==> config.mk <==
export PLATFORM = sky130hd
export DESIGN_NAME = lsi_uart_arbiter_flat
export DESIGN_NICKNAME = d
export VERILOG_FILES = /design/src/rtl/lsi_uart_arbiter_pkg.sv /design/src/rtl/lsi_uart_arbiter_if.sv /design/src/rtl/lsi_uart_arbiter_rr_arb2.sv /design/src/rtl/lsi_uart_arbiter.sv /design/src/flat_wrapper.sv
export SDC_FILE = /design/constraint.sdc
export NUM_CORES = 1
export LEC_CHECK = 0
export CAP_MARGIN = 20
export CORE_ASPECT_RATIO = 1.5
export CORE_MARGIN = 5
export CORE_UTILIZATION = 45
export DETAILED_ROUTE_END_ITERATION = 12
export GPL_TIMING_DRIVEN = 1
export PLACE_DENSITY = 0.85
export SYNTH_ARGS = -nofsm -noshare
export SYNTH_HDL_FRONTEND = slang
export SYNTH_SLANG_ARGS = --single-unit
==> constraint.sdc <==
create_clock -name clk100mhz -period 7 [get_ports clk100mhz]
set_clock_uncertainty 0.05 [all_clocks]
set_input_delay 1.4 -clock clk100mhz [delete_from_list [all_inputs] [get_ports clk100mhz]]
set_output_delay 1.4 -clock clk100mhz [all_outputs]
set_load 0.02 [all_outputs]
==> src/rtl/lsi_uart_arbiter_pkg.sv <==
// Shared LSI command/response definitions for the two-requester UART arbiter.
package lsi_pkg;
  localparam logic [2:0] LSI_RD          = 3'b000;
  localparam logic [2:0] LSI_WR          = 3'b001;
  localparam logic [1:0] SBSP_CFG        = 2'b00;
  localparam logic [1:0] SBSP_TX         = 2'b01;
  localparam logic [1:0] SBSP_RX         = 2'b10;
  localparam logic [1:0] LSI_ERR_TIMEOUT = 2'b11;

  typedef enum logic [2:0] {CFG_ISSUE, CFG_WAIT, IDLE, ISSUE, WAIT} lsi_state_e;

  typedef struct packed {
    logic [1:0]  sbsp;
    logic [31:0] data;
    logic [2:0]  opc;
    logic [1:0]  bmsk;
  } lsi_cmd_t;
endpackage

==> src/rtl/lsi_uart_arbiter_if.sv <==
// Requester and UART-side LSI signals; slave is the arbiter's view, master the environment's.
interface lsi_uart_arbiter_if;
  logic        r0_vld, r1_vld;
  logic [1:0]  r0_sbsp, r1_sbsp;
  logic [31:0] r0_data, r1_data;
  logic [2:0]  r0_opc, r1_opc;
  logic [1:0]  r0_bmsk, r1_bmsk;
  logic        r0_busy, r1_busy;
  logic        r0_rvld, r1_rvld;
  logic [31:0] r0_rdata, r1_rdata;
  logic [1:0]  r0_rerr, r1_rerr;
  logic        m_vld;
  logic [1:0]  m_sbsp;
  logic [31:0] m_data;
  logic [2:0]  m_opc;
  logic [1:0]  m_bmsk;
  logic        m_busy;
  logic        m_rvld;
  logic [31:0] m_rdata;
  logic [1:0]  m_rerr;
  logic        m_rbusy;
  logic        cfg_done;

  modport slave (
    input  r0_vld, r0_sbsp, r0_data, r0_opc, r0_bmsk,
    input  r1_vld, r1_sbsp, r1_data, r1_opc, r1_bmsk,
    output r0_busy, r0_rvld, r0_rdata, r0_rerr,
    output r1_busy, r1_rvld, r1_rdata, r1_rerr,
    output m_vld, m_sbsp, m_data, m_opc, m_bmsk, m_rbusy, cfg_done,
    input  m_busy, m_rvld, m_rdata, m_rerr
  );

  modport master (
    output r0_vld, r0_sbsp, r0_data, r0_opc, r0_bmsk,
    output r1_vld, r1_sbsp, r1_data, r1_opc, r1_bmsk,
    input  r0_busy, r0_rvld, r0_rdata, r0_rerr,
    input  r1_busy, r1_rvld, r1_rdata, r1_rerr,
    input  m_vld, m_sbsp, m_data, m_opc, m_bmsk, m_rbusy, cfg_done,
    output m_busy, m_rvld, m_rdata, m_rerr
  );
endinterface

==> src/rtl/lsi_uart_arbiter_rr_arb2.sv <==
// Two-way round-robin grant; the pointer flips only when both requesters competed.
module lsi_rr_arb2 (
  input  logic       clk,
  input  logic       rst,
  input  logic [1:0] req,
  input  logic       accept,
  output logic [1:0] gnt
);
  logic rr_q, rr_d;

  always_comb begin
    gnt  = req;
    rr_d = rr_q;
    if (req == 2'b11) begin
      gnt = rr_q ? 2'b10 : 2'b01;
      if (accept) rr_d = ~rr_q;
    end
  end

  always_ff @(posedge clk) begin
    if (rst) rr_q <= 1'b0;
    else     rr_q <= rr_d;
  end
endmodule

==> src/rtl/lsi_uart_arbiter.sv <==
// Shares the polaris_uart LSI port between two requesters; configures the UART after reset.
module lsi_uart_arbiter
  import lsi_pkg::*;
#(
  parameter logic [31:0] CFG_DATA = 32'h00006C87,
  parameter int          TIMEOUT  = 1024
) (
  input  logic               clk100mhz,
  input  logic               reset,
  lsi_uart_arbiter_if.slave  bus
);
  localparam int CNT_W = $clog2(TIMEOUT);

  lsi_state_e             state_q, state_d;
  logic                   m_vld_q, m_vld_d;
  lsi_cmd_t               m_cmd_q, m_cmd_d;
  logic                   owner_q, owner_d;
  logic [CNT_W-1:0]       cnt_q, cnt_d;
  logic                   cfg_done_q, cfg_done_d;
  logic [1:0]             rvld_q, rvld_d;
  logic [1:0][31:0]       rdata_q, rdata_d;
  logic [1:0][1:0]        rerr_q, rerr_d;
  logic [1:0]             req, gnt;
  lsi_cmd_t               cmd0, cmd1, cfg_cmd;
  logic                   xfer, timeout;

  assign req     = {bus.r1_vld, bus.r0_vld};
  assign cmd0    = '{sbsp: bus.r0_sbsp, data: bus.r0_data, opc: bus.r0_opc, bmsk: bus.r0_bmsk};
  assign cmd1    = '{sbsp: bus.r1_sbsp, data: bus.r1_data, opc: bus.r1_opc, bmsk: bus.r1_bmsk};
  assign cfg_cmd = '{sbsp: SBSP_CFG, data: CFG_DATA, opc: LSI_WR, bmsk: 2'b00};
  assign xfer    = m_vld_q && !bus.m_busy;
  assign timeout = (cnt_q == CNT_W'(TIMEOUT - 1));

  lsi_rr_arb2 u_arb (
    .clk    (clk100mhz),
    .rst    (reset),
    .req    (req),
    .accept (state_q == IDLE),
    .gnt    (gnt)
  );

  always_comb begin
    state_d    = state_q;
    m_vld_d    = m_vld_q;
    m_cmd_d    = m_cmd_q;
    owner_d    = owner_q;
    cnt_d      = cnt_q + 1'b1;
    cfg_done_d = cfg_done_q;
    rvld_d     = '0;
    rdata_d    = rdata_q;
    rerr_d     = rerr_q;
    case (state_q)
      CFG_ISSUE: begin
        m_cmd_d = cfg_cmd;
        m_vld_d = 1'b1;
        if (xfer) begin
          m_vld_d = 1'b0;
          state_d = CFG_WAIT;
          cnt_d   = '0;
        end
      end
      CFG_WAIT: begin
        if (bus.m_rvld && bus.m_rerr == 2'b00) begin
          cfg_done_d = 1'b1;
          state_d    = IDLE;
        end else if (bus.m_rvld || timeout) begin
          m_vld_d = 1'b1;
          state_d = CFG_ISSUE;
        end
      end
      IDLE: begin
        if (|gnt) begin
          m_cmd_d = gnt[1] ? cmd1 : cmd0;
          owner_d = gnt[1];
          m_vld_d = 1'b1;
          state_d = ISSUE;
        end
      end
      ISSUE: begin
        if (xfer) begin
          m_vld_d = 1'b0;
          state_d = WAIT;
          cnt_d   = '0;
        end
      end
      WAIT: begin
        // A real response takes priority over a coincident timeout.
        if (bus.m_rvld) begin
          rvld_d[owner_q]  = 1'b1;
          rdata_d[owner_q] = bus.m_rdata;
          rerr_d[owner_q]  = bus.m_rerr;
          state_d          = IDLE;
        end else if (timeout) begin
          rvld_d[owner_q]  = 1'b1;
          rdata_d[owner_q] = '0;
          rerr_d[owner_q]  = LSI_ERR_TIMEOUT;
          state_d          = IDLE;
        end
      end
      default: state_d = CFG_ISSUE;
    endcase
  end

  always_ff @(posedge clk100mhz) begin
    if (reset) begin
      state_q    <= CFG_ISSUE;
      m_vld_q    <= 1'b0;
      owner_q    <= 1'b0;
      cnt_q      <= '0;
      cfg_done_q <= 1'b0;
      rvld_q     <= '0;
      rdata_q    <= '0;
      rerr_q     <= '0;
    end else begin
      state_q    <= state_d;
      m_vld_q    <= m_vld_d;
      owner_q    <= owner_d;
      cnt_q      <= cnt_d;
      cfg_done_q <= cfg_done_d;
      rvld_q     <= rvld_d;
      rdata_q    <= rdata_d;
      rerr_q     <= rerr_d;
    end
  end

  // Command payload is qualified by m_vld, so it needs no reset.
  always_ff @(posedge clk100mhz) begin
    m_cmd_q <= m_cmd_d;
  end

  assign bus.r0_busy  = reset || !(state_q == IDLE && gnt[0]);
  assign bus.r1_busy  = reset || !(state_q == IDLE && gnt[1]);
  assign bus.r0_rvld  = rvld_q[0];
  assign bus.r1_rvld  = rvld_q[1];
  assign bus.r0_rdata = rdata_q[0];
  assign bus.r1_rdata = rdata_q[1];
  assign bus.r0_rerr  = rerr_q[0];
  assign bus.r1_rerr  = rerr_q[1];
  assign bus.m_vld    = m_vld_q;
  assign bus.m_sbsp   = m_cmd_q.sbsp;
  assign bus.m_data   = m_cmd_q.data;
  assign bus.m_opc    = m_cmd_q.opc;
  assign bus.m_bmsk   = m_cmd_q.bmsk;
  assign bus.m_rbusy  = 1'b0;
  assign bus.cfg_done = cfg_done_q;
endmodule

==> src/flat_wrapper.sv <==
// flat-port wrapper written by rule: the top's interface ports become plain ports
module lsi_uart_arbiter_flat import lsi_pkg::*;
#(
  parameter logic [31:0] CFG_DATA = 32'h00006C87,
  parameter int          TIMEOUT  = 1024
)
  (clk100mhz, reset, bus_r0_vld, bus_r0_sbsp, bus_r0_data, bus_r0_opc, bus_r0_bmsk, bus_r1_vld, bus_r1_sbsp, bus_r1_data, bus_r1_opc, bus_r1_bmsk, bus_r0_busy, bus_r0_rvld, bus_r0_rdata, bus_r0_rerr, bus_r1_busy, bus_r1_rvld, bus_r1_rdata, bus_r1_rerr, bus_m_vld, bus_m_sbsp, bus_m_data, bus_m_opc, bus_m_bmsk, bus_m_rbusy, bus_cfg_done, bus_m_busy, bus_m_rvld, bus_m_rdata, bus_m_rerr);
  lsi_uart_arbiter_if bus_i ();
  input  logic clk100mhz;
  input  logic reset;
  input wire logic [$bits(bus_i.r0_vld)-1:0] bus_r0_vld;
  input wire logic [$bits(bus_i.r0_sbsp)-1:0] bus_r0_sbsp;
  input wire logic [$bits(bus_i.r0_data)-1:0] bus_r0_data;
  input wire logic [$bits(bus_i.r0_opc)-1:0] bus_r0_opc;
  input wire logic [$bits(bus_i.r0_bmsk)-1:0] bus_r0_bmsk;
  input wire logic [$bits(bus_i.r1_vld)-1:0] bus_r1_vld;
  input wire logic [$bits(bus_i.r1_sbsp)-1:0] bus_r1_sbsp;
  input wire logic [$bits(bus_i.r1_data)-1:0] bus_r1_data;
  input wire logic [$bits(bus_i.r1_opc)-1:0] bus_r1_opc;
  input wire logic [$bits(bus_i.r1_bmsk)-1:0] bus_r1_bmsk;
  output wire logic [$bits(bus_i.r0_busy)-1:0] bus_r0_busy;
  output wire logic [$bits(bus_i.r0_rvld)-1:0] bus_r0_rvld;
  output wire logic [$bits(bus_i.r0_rdata)-1:0] bus_r0_rdata;
  output wire logic [$bits(bus_i.r0_rerr)-1:0] bus_r0_rerr;
  output wire logic [$bits(bus_i.r1_busy)-1:0] bus_r1_busy;
  output wire logic [$bits(bus_i.r1_rvld)-1:0] bus_r1_rvld;
  output wire logic [$bits(bus_i.r1_rdata)-1:0] bus_r1_rdata;
  output wire logic [$bits(bus_i.r1_rerr)-1:0] bus_r1_rerr;
  output wire logic [$bits(bus_i.m_vld)-1:0] bus_m_vld;
  output wire logic [$bits(bus_i.m_sbsp)-1:0] bus_m_sbsp;
  output wire logic [$bits(bus_i.m_data)-1:0] bus_m_data;
  output wire logic [$bits(bus_i.m_opc)-1:0] bus_m_opc;
  output wire logic [$bits(bus_i.m_bmsk)-1:0] bus_m_bmsk;
  output wire logic [$bits(bus_i.m_rbusy)-1:0] bus_m_rbusy;
  output wire logic [$bits(bus_i.cfg_done)-1:0] bus_cfg_done;
  input wire logic [$bits(bus_i.m_busy)-1:0] bus_m_busy;
  input wire logic [$bits(bus_i.m_rvld)-1:0] bus_m_rvld;
  input wire logic [$bits(bus_i.m_rdata)-1:0] bus_m_rdata;
  input wire logic [$bits(bus_i.m_rerr)-1:0] bus_m_rerr;
  assign bus_i.r0_vld = bus_r0_vld;
  assign bus_i.r0_sbsp = bus_r0_sbsp;
  assign bus_i.r0_data = bus_r0_data;
  assign bus_i.r0_opc = bus_r0_opc;
  assign bus_i.r0_bmsk = bus_r0_bmsk;
  assign bus_i.r1_vld = bus_r1_vld;
  assign bus_i.r1_sbsp = bus_r1_sbsp;
  assign bus_i.r1_data = bus_r1_data;
  assign bus_i.r1_opc = bus_r1_opc;
  assign bus_i.r1_bmsk = bus_r1_bmsk;
  assign bus_r0_busy = bus_i.r0_busy;
  assign bus_r0_rvld = bus_i.r0_rvld;
  assign bus_r0_rdata = bus_i.r0_rdata;
  assign bus_r0_rerr = bus_i.r0_rerr;
  assign bus_r1_busy = bus_i.r1_busy;
  assign bus_r1_rvld = bus_i.r1_rvld;
  assign bus_r1_rdata = bus_i.r1_rdata;
  assign bus_r1_rerr = bus_i.r1_rerr;
  assign bus_m_vld = bus_i.m_vld;
  assign bus_m_sbsp = bus_i.m_sbsp;
  assign bus_m_data = bus_i.m_data;
  assign bus_m_opc = bus_i.m_opc;
  assign bus_m_bmsk = bus_i.m_bmsk;
  assign bus_m_rbusy = bus_i.m_rbusy;
  assign bus_cfg_done = bus_i.cfg_done;
  assign bus_i.m_busy = bus_m_busy;
  assign bus_i.m_rvld = bus_m_rvld;
  assign bus_i.m_rdata = bus_m_rdata;
  assign bus_i.m_rerr = bus_m_rerr;
  lsi_uart_arbiter #(.CFG_DATA(CFG_DATA), .TIMEOUT(TIMEOUT)) u_core (.clk100mhz(clk100mhz), .reset(reset), .bus(bus_i));
endmodule
==> run summary <==
The count of TritonRoute iterations in the first routing pass was 5. The cell sitting at the root of the clock tree is a sky130_fd_sc_hd__clkbuf_16. Among all cell types in the netlist, the one instantiated most often is sky130_fd_sc_hd__a21oi_1. For the number of nets in the synthesized netlist, the log shows 706. The reg-to-reg setup timing slack was 4.61 ns. Once layout is done, the placed cells without fillers occupy 0.00824 mm2. The clock latency reported for the late side of the worst-skew pair was 0.41 ns. In this run the count of I/O pins placed on the die edge is 232. The highest attainable clock frequency is 212 MHz. The worst max-slew margin expressed relative to the limit came out at 0.328. The proportion of layout cells with a drive suffix above 1 is 0.0682, and the number of buffers added on ports is 230.

In this run the critical register-to-register path is captured at u_core.bus.r1_rdata[19]. Initial DRC count: 258. A synthesized cell averages 8.95 um2.

The synthesized design contains 126 register bits. The number of cell rows came out at 48. The maximum buffer depth of the clock tree is 2. The power share of the clock group is 0.491. The total area inside the core boundary comes to 0.0115 mm2.

The tools report the beginning of the critical path as bus_r1_vld. Post-route worst hold slack: 0.419 ns. The library cell occupying the most area in the post-synthesis netlist is sky130_fd_sc_hd__dfxtp_1. Once the clock tree was built, the setup fixing pass inserted 0 buffers. The most critical setup path has its endpoint at bus_r1_busy.

The floorplan step set the die height to 142 um. The tools report the number of distinct standard cells referenced by the synthesized netlist as 44. The tools report the number of antenna violations at the first check in global routing as 1. TritonCTS built the clock tree. Routability-driven placement finished with a final weighted congestion of 0.856. The total routing usage reported by global routing is 0.244. For this run, the number of Yosys warnings is 0. The cell area that synthesis handed to floorplanning was 0.00525 mm2. The most used flip-flop cell after synthesis is sky130_fd_sc_hd__dfxtp_1.

The worst setup path is launched from an input port. 0 antenna diodes ended up in the layout. For this design the total switching power over the nets is 437 uW. In this run, synthesis inferred 39 flip-flops with an integrated enable. The run gives 5425 as the via count of the first global-routing pass. Ranked by total cell area, the synthesized netlist is headed by sky130_fd_sc_hd__dfxtp_1 33%, sky130_fd_sc_hd__edfxtp_1 22%, sky130_fd_sc_hd__a21oi_1 9.2%. The post-route clock period utilization is 0.675. For the sequential fraction of the synthesis area, the log shows 0.555. The buffers plus inverters on the worst setup path was 3. The starting utilization of the core area was 0.458; the number of pins with negative max-slew slack in the final report was 0. The top fanout value on the critical path came out at 41. The run gives 0.097 as the fraction of power consumed by combinational cells. Detailed routing inserted a total of 5281 vias. The logs give 71 for the maximum number of pins on one net before global-route repair and 126 for the number of clock sinks.

The die covers 0.0140 mm2. The routed design has 17400 um of wire. The depth of the CTS H-tree was 4; the growth of design area from synthesis to finish was 56.9%. The highest ir drop seen on vdd is 0.184 mV, and the detailed placement HPWL is 12100 um. Total power divided by cell area: 230 mW/mm2. Using the TritonRoute via totals, the vias-per-cell ratio works out to 5.52.

In this run, post-CTS repair resized a total of 0 instances. The kind of cell with the highest combined delay on the critical path was buffers and inverters. For the post-route DRC violation count, the log shows 0. The first global-routing pass estimated 27300 um of wire.

The analysis attributes to cell leakage a power of 0.00292 uW. The worst setup path is of the input port to primary output kind. The flow ran to the end, and the final reports show no timing, DRC or antenna violations.

For the pin with the worst max-slew slack, the measured transition is 1.01 ns. For the final routed database, the setup TNS stands at 0 ns. The switching share of power came out at 0.231. The number of clock buffers added by TritonCTS is 17. Global routing finished with a remaining overflow of 0. STA classifies the critical path endpoint as a primary output. Setup repair after global routing left no endpoint under its margin. The number of cells on the worst reg-to-reg path is 6. The number of logic stages on the critical path including buffering was 5; the wire length per cell after detailed routing was 18.2 um. Clock-pin slew was measured on the worst setup and hold paths at 0.06 ns. The die width works out to 98.2 um. The post-route antenna net violation count was 0; the worst path required time was 5.55 ns.

On the worst path, the slowest cell contributes a delay of 0.58 ns. Once placement finished, the instance area stood at 0.00757 mm2. The share of the synthesized area in the top cell type works out to 0.332. Post-synthesis async set-or-reset flop share: 0.

Setup violations remaining at the end of the flow were counted as 0. The shortest period the worst path allows is 4.72 ns, and the share of total power in sequential cells is 0.412. The tools report the data arrival time of the worst path as 3.27 ns. Class of the most critical hold timing path: flip-flop to flip-flop. The worst path meets setup with 2.28 ns of slack. For the number of violations of the max-capacitance limit, the log shows 0. The critical path goes through clkdlybuf4s50_1 -> a21boi_4 -> buf_4 -> nand3_1 -> clkdlybuf4s50_1. The commonest cells after synthesis are 97 x sky130_fd_sc_hd__a21oi_1, 88 x sky130_fd_sc_hd__nand2_1, 87 x sky130_fd_sc_hd__dfxtp_1. The logs give 0 for the number of hold-repair buffers added at the cts stage and 0 for the number of failing hold endpoints at the final stage. Slowest cell on the critical path: sky130_fd_sc_hd__clkdlybuf4s50_1.

In the synthesized netlist, the number of instances is 587. The filler cells instantiated in the layout total 845. Counting stages on the worst path, the most repeated cell is sky130_fd_sc_hd__clkdlybuf4s50_1. The internal power summed over all cells is 1450 uW, and the number of nets at the end of the flow is 913. Worst slack after detailed placement: 2.27 ns.

The launching point of the worst reg2reg path is u_core.cnt_q[0].
## per-layer routing
| layer | part of all wire | global-route usage | up-vias | routed length (um) |
|---|---|---|---|---|
| met5 | 0.00075 | 0 | - | 13 |
| met4 | 0.019 | 0.0935 | 2 | 337 |
| met3 | 0.13 | 0.111 | 32 | 2260 |
| met2 | 0.49 | 0.417 | 323 | 8460 |
| met1 | 0.36 | 0.266 | 2439 | 6320 |
| li1 | - | - | 2485 | - |
## power groups by stage
stage / combinational [uW] / clock, uW / sequential, uW
floorplan: 50.5 / 0 / 813
global placement: 177 / 0 / 794
detailed placement: 182 / 0 / 795
CTS: 184 / 939 / 779
global route: 196 / 977 / 780
finish: 183 / 929 / 779
## cell type report
cell class,count,area (um2),area share
sequential,126,2910,0.354
clock buffer,18,450,0.0547
tap,150,188,0.0228
multi-input combinational,402,2080,0.252
clock inverter,14,180,0.0219
timing repair buffer,241,2400,0.292
inverter,6,22.5,0.00273
## layout by cell type (no fill, tap or decap), types with 5 or more instances in the layout
cell	n
sky130_fd_sc_hd__edfxtp_1	39
sky130_fd_sc_hd__inv_1	6
sky130_fd_sc_hd__nand3_1	79
sky130_fd_sc_hd__nor2_1	19
sky130_fd_sc_hd__buf_4	8
sky130_fd_sc_hd__xor2_1	8
sky130_fd_sc_hd__nor3_1	5
sky130_fd_sc_hd__a21oi_1	97
sky130_fd_sc_hd__o21ai_0	63
sky130_fd_sc_hd__clkdlybuf4s50_1	228
sky130_fd_sc_hd__dfxtp_1	87
sky130_fd_sc_hd__clkbuf_16	18
sky130_fd_sc_hd__nand2_1	88
## state kept, by name, summed over array words and instances, names as in the netlist, 2 cells and up
signal / count
u_core.state_q: 3
u_core.rvld_q: 2
u_core.bus.r0_rerr: 2
u_core.bus.r0_rdata: 32
u_core.bus.m_sbsp: 2
u_core.bus.r1_rerr: 2
u_core.bus.r1_rdata: 32
u_core.bus.m_data: 32
u_core.bus.m_opc: 3
u_core.cnt_q: 10
u_core.bus.m_bmsk: 2
## kinds of logic (layout without fill, tap and decap cells)
kind of cell / Yosys count / count (layout) / synth area share
compound gates: 180 / 180 / 0.185
xor+xnor: 10 / 10 / 0.0167
fa+ha+maj: 1 / 1 / 0.00238
buf+inv: 59 / 279 / 0.0548
flops: 126 / 126 / 0.555
other cells: 1 / 1 / 0.000714
simple gates: 210 / 210 / 0.185
## through the flow
stage	std cells	utilization	power, uW
finish	957	0.718	1890
global route	957	0.718	1950
CTS	955	0.715	1900
detailed placement	923	0.660	977
global placement	922	0.659	971
floorplan	587	-	864
## worst min path at each step
stage / startpoint / to / slack [ns] / cells past startpoint
floorplan: u_core.cnt_q[0] / u_core.cnt_q[0] / 0.38 / 1
global placement: u_core.cnt_q[0] / u_core.cnt_q[0] / 0.39 / 1
detailed placement: u_core.cnt_q[0] / u_core.cnt_q[0] / 0.41 / 1
CTS: u_core.cnt_q[0] / u_core.cnt_q[0] / 0.43 / 1
global route: u_core.bus.r0_rdata[22] / u_core.bus.r0_rdata[22] / 0.44 / 2
finish: u_core.cnt_q[0] / u_core.cnt_q[0] / 0.42 / 1
No activity file was read; power rests on OpenSTA's default activity.
